===== src/rtl/sm_controller.sv =====
// -----------------------------------------------------------------------------
// sm_controller
// Moore control FSM that sequences a register file and datapath for a small
// instruction set (MOV imm, MOV reg, ADD, CMP, AND, MVN).
//
// Ports
//   clk       in   rising-edge clock
//   reset     in   synchronous active-high reset
//   s         in   start request, honoured only while waiting
//   in[15:0]  in   instruction word, latched when s is accepted
//   w         out  ready, high only while waiting
//   readnum   out  register-file read index
//   writenum  out  register-file write index
//   write     out  register-file write enable (one cycle per writing instr)
//   loada/b/c out  datapath A/B/C register enables
//   loads     out  status register enable
//   asel      out  forces ALU A input to zero
//   vsel      out  write-back source select (0 = C, 1 = sximm8)
//   sximm8    out  sign-extended instr[7:0]
//   shift     out  instr[4:3]
//   aluop     out  instr[12:11]
// -----------------------------------------------------------------------------
module sm_controller (
    input  logic        clk,
    input  logic        reset,
    input  logic        s,
    input  logic [15:0] in,
    output logic        w,
    output logic [2:0]  readnum,
    output logic [2:0]  writenum,
    output logic        write,
    output logic        loada,
    output logic        loadb,
    output logic        loadc,
    output logic        loads,
    output logic        asel,
    output logic        vsel,
    output logic [15:0] sximm8,
    output logic [1:0]  shift,
    output logic [1:0]  aluop
);

    typedef enum logic [2:0] {
        S_WAIT,
        S_DECODE,
        S_GET_A,
        S_GET_B,
        S_ALU,
        S_WR_REG,
        S_WR_IMM
    } state_t;

    state_t      r_state;
    state_t      w_next;
    logic [15:0] r_instr;

    logic        r_w;
    logic [2:0]  r_readnum;
    logic [2:0]  r_writenum;
    logic        r_write;
    logic        r_loada;
    logic        r_loadb;
    logic        r_loadc;
    logic        r_loads;
    logic        r_asel;
    logic        r_vsel;

    logic [2:0]  w_opcode;
    logic [1:0]  w_op;
    logic [2:0]  w_rn;
    logic [2:0]  w_rd;
    logic [2:0]  w_rm;
    logic        w_is_mov_imm;
    logic        w_is_mov_reg;
    logic        w_is_mvn;
    logic        w_is_alu3;
    logic        w_is_cmp;

    assign w_opcode = r_instr[15:13];
    assign w_op     = r_instr[12:11];
    assign w_rn     = r_instr[10:8];
    assign w_rd     = r_instr[7:5];
    assign w_rm     = r_instr[2:0];

    assign w_is_mov_imm = (w_opcode == 3'b110) && (w_op == 2'b10);
    assign w_is_mov_reg = (w_opcode == 3'b110) && (w_op == 2'b00);
    assign w_is_mvn     = (w_opcode == 3'b101) && (w_op == 2'b11);
    // ADD, CMP and AND are the two-operand forms that need GET_A
    assign w_is_alu3    = (w_opcode == 3'b101) && (w_op != 2'b11);
    assign w_is_cmp     = (w_opcode == 3'b101) && (w_op == 2'b01);

    always_comb begin
        w_next = r_state;
        case (r_state)
            S_WAIT:   w_next = s ? S_DECODE : S_WAIT;
            S_DECODE: begin
                if (w_is_mov_imm)                 w_next = S_WR_IMM;
                else if (w_is_mov_reg || w_is_mvn) w_next = S_GET_B;
                else if (w_is_alu3)               w_next = S_GET_A;
                else                              w_next = S_WAIT;
            end
            S_GET_A:  w_next = S_GET_B;
            S_GET_B:  w_next = S_ALU;
            S_ALU:    w_next = w_is_cmp ? S_WAIT : S_WR_REG;
            S_WR_REG: w_next = S_WAIT;
            S_WR_IMM: w_next = S_WAIT;
            default:  w_next = S_WAIT;
        endcase
    end

    // Outputs are registered by decoding the state being entered. The
    // instruction register only changes on the WAIT->DECODE edge, where all
    // instruction-dependent outputs are zero, so r_instr is already the
    // latched value whenever it is used here.
    always_ff @(posedge clk) begin
        if (reset) begin
            r_state    <= S_WAIT;
            r_instr    <= '0;
            r_w        <= 1'b1;
            r_readnum  <= '0;
            r_writenum <= '0;
            r_write    <= 1'b0;
            r_loada    <= 1'b0;
            r_loadb    <= 1'b0;
            r_loadc    <= 1'b0;
            r_loads    <= 1'b0;
            r_asel     <= 1'b0;
            r_vsel     <= 1'b0;
        end else begin
            r_state <= w_next;
            if (r_state == S_WAIT && s)
                r_instr <= in;

            r_w        <= (w_next == S_WAIT);
            r_readnum  <= '0;
            r_writenum <= '0;
            r_write    <= 1'b0;
            r_loada    <= 1'b0;
            r_loadb    <= 1'b0;
            r_loadc    <= 1'b0;
            r_loads    <= 1'b0;
            r_asel     <= 1'b0;
            r_vsel     <= 1'b0;
            case (w_next)
                S_GET_A: begin
                    r_readnum <= w_rn;
                    r_loada   <= 1'b1;
                end
                S_GET_B: begin
                    r_readnum <= w_rm;
                    r_loadb   <= 1'b1;
                end
                S_ALU: begin
                    r_asel  <= w_is_mov_reg || w_is_mvn;
                    r_loadc <= !w_is_cmp;
                    r_loads <= w_is_cmp;
                end
                S_WR_REG: begin
                    r_writenum <= w_rd;
                    r_write    <= 1'b1;
                end
                S_WR_IMM: begin
                    r_writenum <= w_rn;
                    r_vsel     <= 1'b1;
                    r_write    <= 1'b1;
                end
                default: ;
            endcase
        end
    end

    assign w        = r_w;
    assign readnum  = r_readnum;
    assign writenum = r_writenum;
    assign write    = r_write;
    assign loada    = r_loada;
    assign loadb    = r_loadb;
    assign loadc    = r_loadc;
    assign loads    = r_loads;
    assign asel     = r_asel;
    assign vsel     = r_vsel;
    assign sximm8   = {{8{r_instr[7]}}, r_instr[7:0]};
    assign shift    = r_instr[4:3];
    assign aluop    = r_instr[12:11];

endmodule


===== config.mk =====
export PLATFORM = sky130hd
export DESIGN_NAME = sm_controller
export DESIGN_NICKNAME = d
export VERILOG_FILES = /design/src/rtl/sm_controller.sv
export SDC_FILE = /design/constraint.sdc
export NUM_CORES = 1
export LEC_CHECK = 0
export CORE_AREA = 3 3 72 74
export DETAILED_ROUTE_END_ITERATION = 12
export DIE_AREA = 0 0 75 77
export GPL_TIMING_DRIVEN = 1
export HOLD_SLACK_MARGIN = 0.12
export PLACE_DENSITY_LB_ADDON = 0.15
export SLEW_MARGIN = 20
export SYNTH_ARGS = -nofsm -noshare
export SYNTH_HDL_FRONTEND = slang
export SYNTH_SLANG_ARGS = --single-unit

===== constraint.sdc =====
create_clock -name clk -period 2.45 [get_ports clk]
set_clock_uncertainty 0.2 [all_clocks]
set_input_delay 0.6125 -clock clk [delete_from_list [all_inputs] [get_ports clk]]
set_output_delay 0.6125 -clock clk [all_outputs]
set_load 0.02 [all_outputs]

==> run_results.csv <==
group,metric,value,unit
placement,io_buffers,52,
critical_path,path_cells,"clkdlybuf4s50_1",
worst_hold_path,holdCritPathClass,"flop to flop",
run_status,status,"finished, final reports clean",
floorplanning,die_w,75,um
floorplanning,ios,53,
floorplanning,core_area,4660,um^2
finish,fillers,475,
clocking,cts_setup_buffers,0,
floorplanning,fp.dieH,77,um
clocking,cts_root_buffer,"clkbuf_8",
critical_path,criticalPathCategory,"flop to output port",
routing,drt_iter0_drc,95,
clocking,hold_buffers,0,
timing,fin_crit_sh,94.1,%
finish,final_layout_size_suffix_gt1_share,7.41,%
job,max_cap_violations,0,
timing,finalCriticalPeriod,2.31,ns
floorplanning,rows,25,
finish,final_area,2000,um^2
clocking,cts_made_buffers,5,
timing,finalHoldViolations,0,
finish,finalNetCount,234,
critical_path,crit_cells,1,
finish,antenna_cells,0,
critical_path,r2r_slack,0.37,ns
routing,via_count,1295,
yosys,yosysTopAreaCell,"dfxtp_1",
yosys,synth_cell_type_count,40,
yosys,synth_ff_type,"dfxtp_1",
global_routing,grt_use_total,13.3,%
critical_path,crit_arrival,1.49,ns
routing,wl_per_cell,13.0,um
global_routing,antenna_found_initial,0,
critical_path,path_delay_family,"buffers and inverters",
routing,drc,0,
yosys,avgSynthCellArea,8.19,um^2
timing,setup-violations-final,0,
yosys,syn_area,1470,um^2
critical_path,slowest_delay,0.69,ns
timing,rsz0062_at_grt,"false",
yosys,synth_area_leaders,"dfxtp_1, buf_4, nand2_1, a21oi_1, nand3_1",
placement,place_hpwl,2.69,mm
floorplanning,start_util,31.4,%
critical_path,crit_buf_inv,1,
clocking,clock_insertion_delay_worst_skew,0.28,ns
yosys,ys_seq_elements,33,
critical_path,cp_slowest_cell,"clkdlybuf4s50_1",
finish,synthToLayoutAreaGrowth,36.6,%
global_routing,grt_overflow,0,
placement,postPlaceCellArea,1900,um^2
critical_path,start_kind,"flop",
routing,drtAntennaViolNets,0,
floorplanning,dieArea,5780,um^2
yosys,synth_top_area_share,45.1,%
yosys,synthArstFlopShare,0,%
timing,setup_tns,0,ns
timing,fmax,434,MHz
yosys,syn_inst,179,
yosys,synth_seq_area_share,45.1,%
critical_path,cp-end-kind,"output port",
clocking,clk_pin_slew,0.07,ns
pwr,total_leakage_power,0.748,nW
clocking,cts.sinks,33,
timing,drv_slew,0,
worst_hold_path,hold_depth,2,
clocking,cts_resized,0,
placement,place_congestion,0.789,
critical_path,required,1.64,ns
timing,worst_pin_slew,0.436,ns
critical_path,rr_worst_depth,5,
clocking,cts_tree,"yes",
clocking,htree_levels,2,
clocking,max-clock-path-buffers,2,
global_routing,grt_start_max_net_pins,17,
global_routing,grt_pass1_wl,5.88,mm
routing,dr.pass1.iters,4,
pwr,powerDensity,594,nW/um^2
routing,wl,3.51,mm
timing,max_slew_margin,70.7,%
pwr,peakVddDrop,0.248,mV
critical_path,critPathMaxFanout,11,
yosys,synth_edf_count,0,
yosys,synthesis.nets,198,
yosys,yosysWarnings,0,
routing,vias_per_cell,4.80,
global_routing,grt_pass1_vias,1230,
-- cells by family (layout without fill, tap and decap cells) --
family	count (synthesis)	in the layout	share of synthesized area, %
flip-flops	33	33	45.1
buffers and inverters	33	70	14.3
multiplexers	1	1	0.683
AO/OA/AOI/OAI	40	40	16.4
AND/OR/NAND/NOR	72	72	23.6
-- worst paths after layout --
path | start | to
max | r_instr[7] | sximm8[15]
min | r_instr[4] | r_instr[4]
max reg2reg | r_instr[11] | writenum[0]
min reg2reg | r_instr[4] | r_instr[4]
-- synth_stat cells (2+ instances only) --
cell / number
clkbuf_1: 4
o21ai_0: 4
a21oi_1: 23
nand3_1: 7
nand2b_1: 2
o21a_1: 3
inv_1: 5
buf_2: 2
nor2_1: 8
nand2_1: 39
nand4b_1: 2
buf_4: 20
dfxtp_1: 33
-- report_power, final --
group | switching (mW) | internal [mW]
Combinational | 0.0812 | 0.0854
Sequential | 0.0213 | 0.555
Clock | 0.192 | 0.254
-- metal layers --
layer	vias up	share of wire, %	track usage, %
li1	660	-	-
met5	-	0	0
met1	582	46	16.9
met4	0	3.1	6.41
met3	12	5.9	4.46
met2	41	45	19.9
-- layout by cell type (no fill, tap or decap), drive strengths merged, types with 2 or more instances in the layout --
| cell | count |
|---|---|
| nand4b | 2 |
| and4 | 2 |
| nor2 | 8 |
| o21a | 3 |
| dfxtp | 33 |
| inv | 5 |
| nand2 | 39 |
| nand3 | 7 |
| clkbuf | 7 |
| clkdlybuf4s50 | 52 |
| a21oi | 23 |
| nand2b | 2 |
| buf | 5 |
| o21ai | 5 |
-- flip-flops by register name (all words and copies together) (netlist names) --
register	flops
writenum	3
loada	1
readnum	3
loads	1
loadc	1
write	1
vsel	1
r_state	3
asel	1
loadb	1
w	1
r_instr	16
-- stage by stage --
step           util (%)  power (mW)  instances  hold WS, ns  setup slack, ns
6_report           43.0        1.19        270        0.275            0.145
4_1_cts            43.0        1.21        270        0.279            0.124
2_1_floorplan         -       0.691        179        0.245            0.468
3_5_place_dp       40.8       0.755        262        0.269            0.230
5_1_grt            43.0        1.25        270        0.303           0.0727
3_3_place_gp       40.8       0.753        262        0.260            0.231
-- final cells by class --
type	count	area [um^2]	area share, %
sequential	33	661	33.0
multi-input combinational	113	596	29.7
timing repair buffer	57	558	27.9
clock buffer	7	96.3	4.81
tap	54	67.6	3.38
inverter	5	18.8	0.938
clock inverter	1	5.00	0.250
No activity file was read; power rests on OpenSTA's default activity.
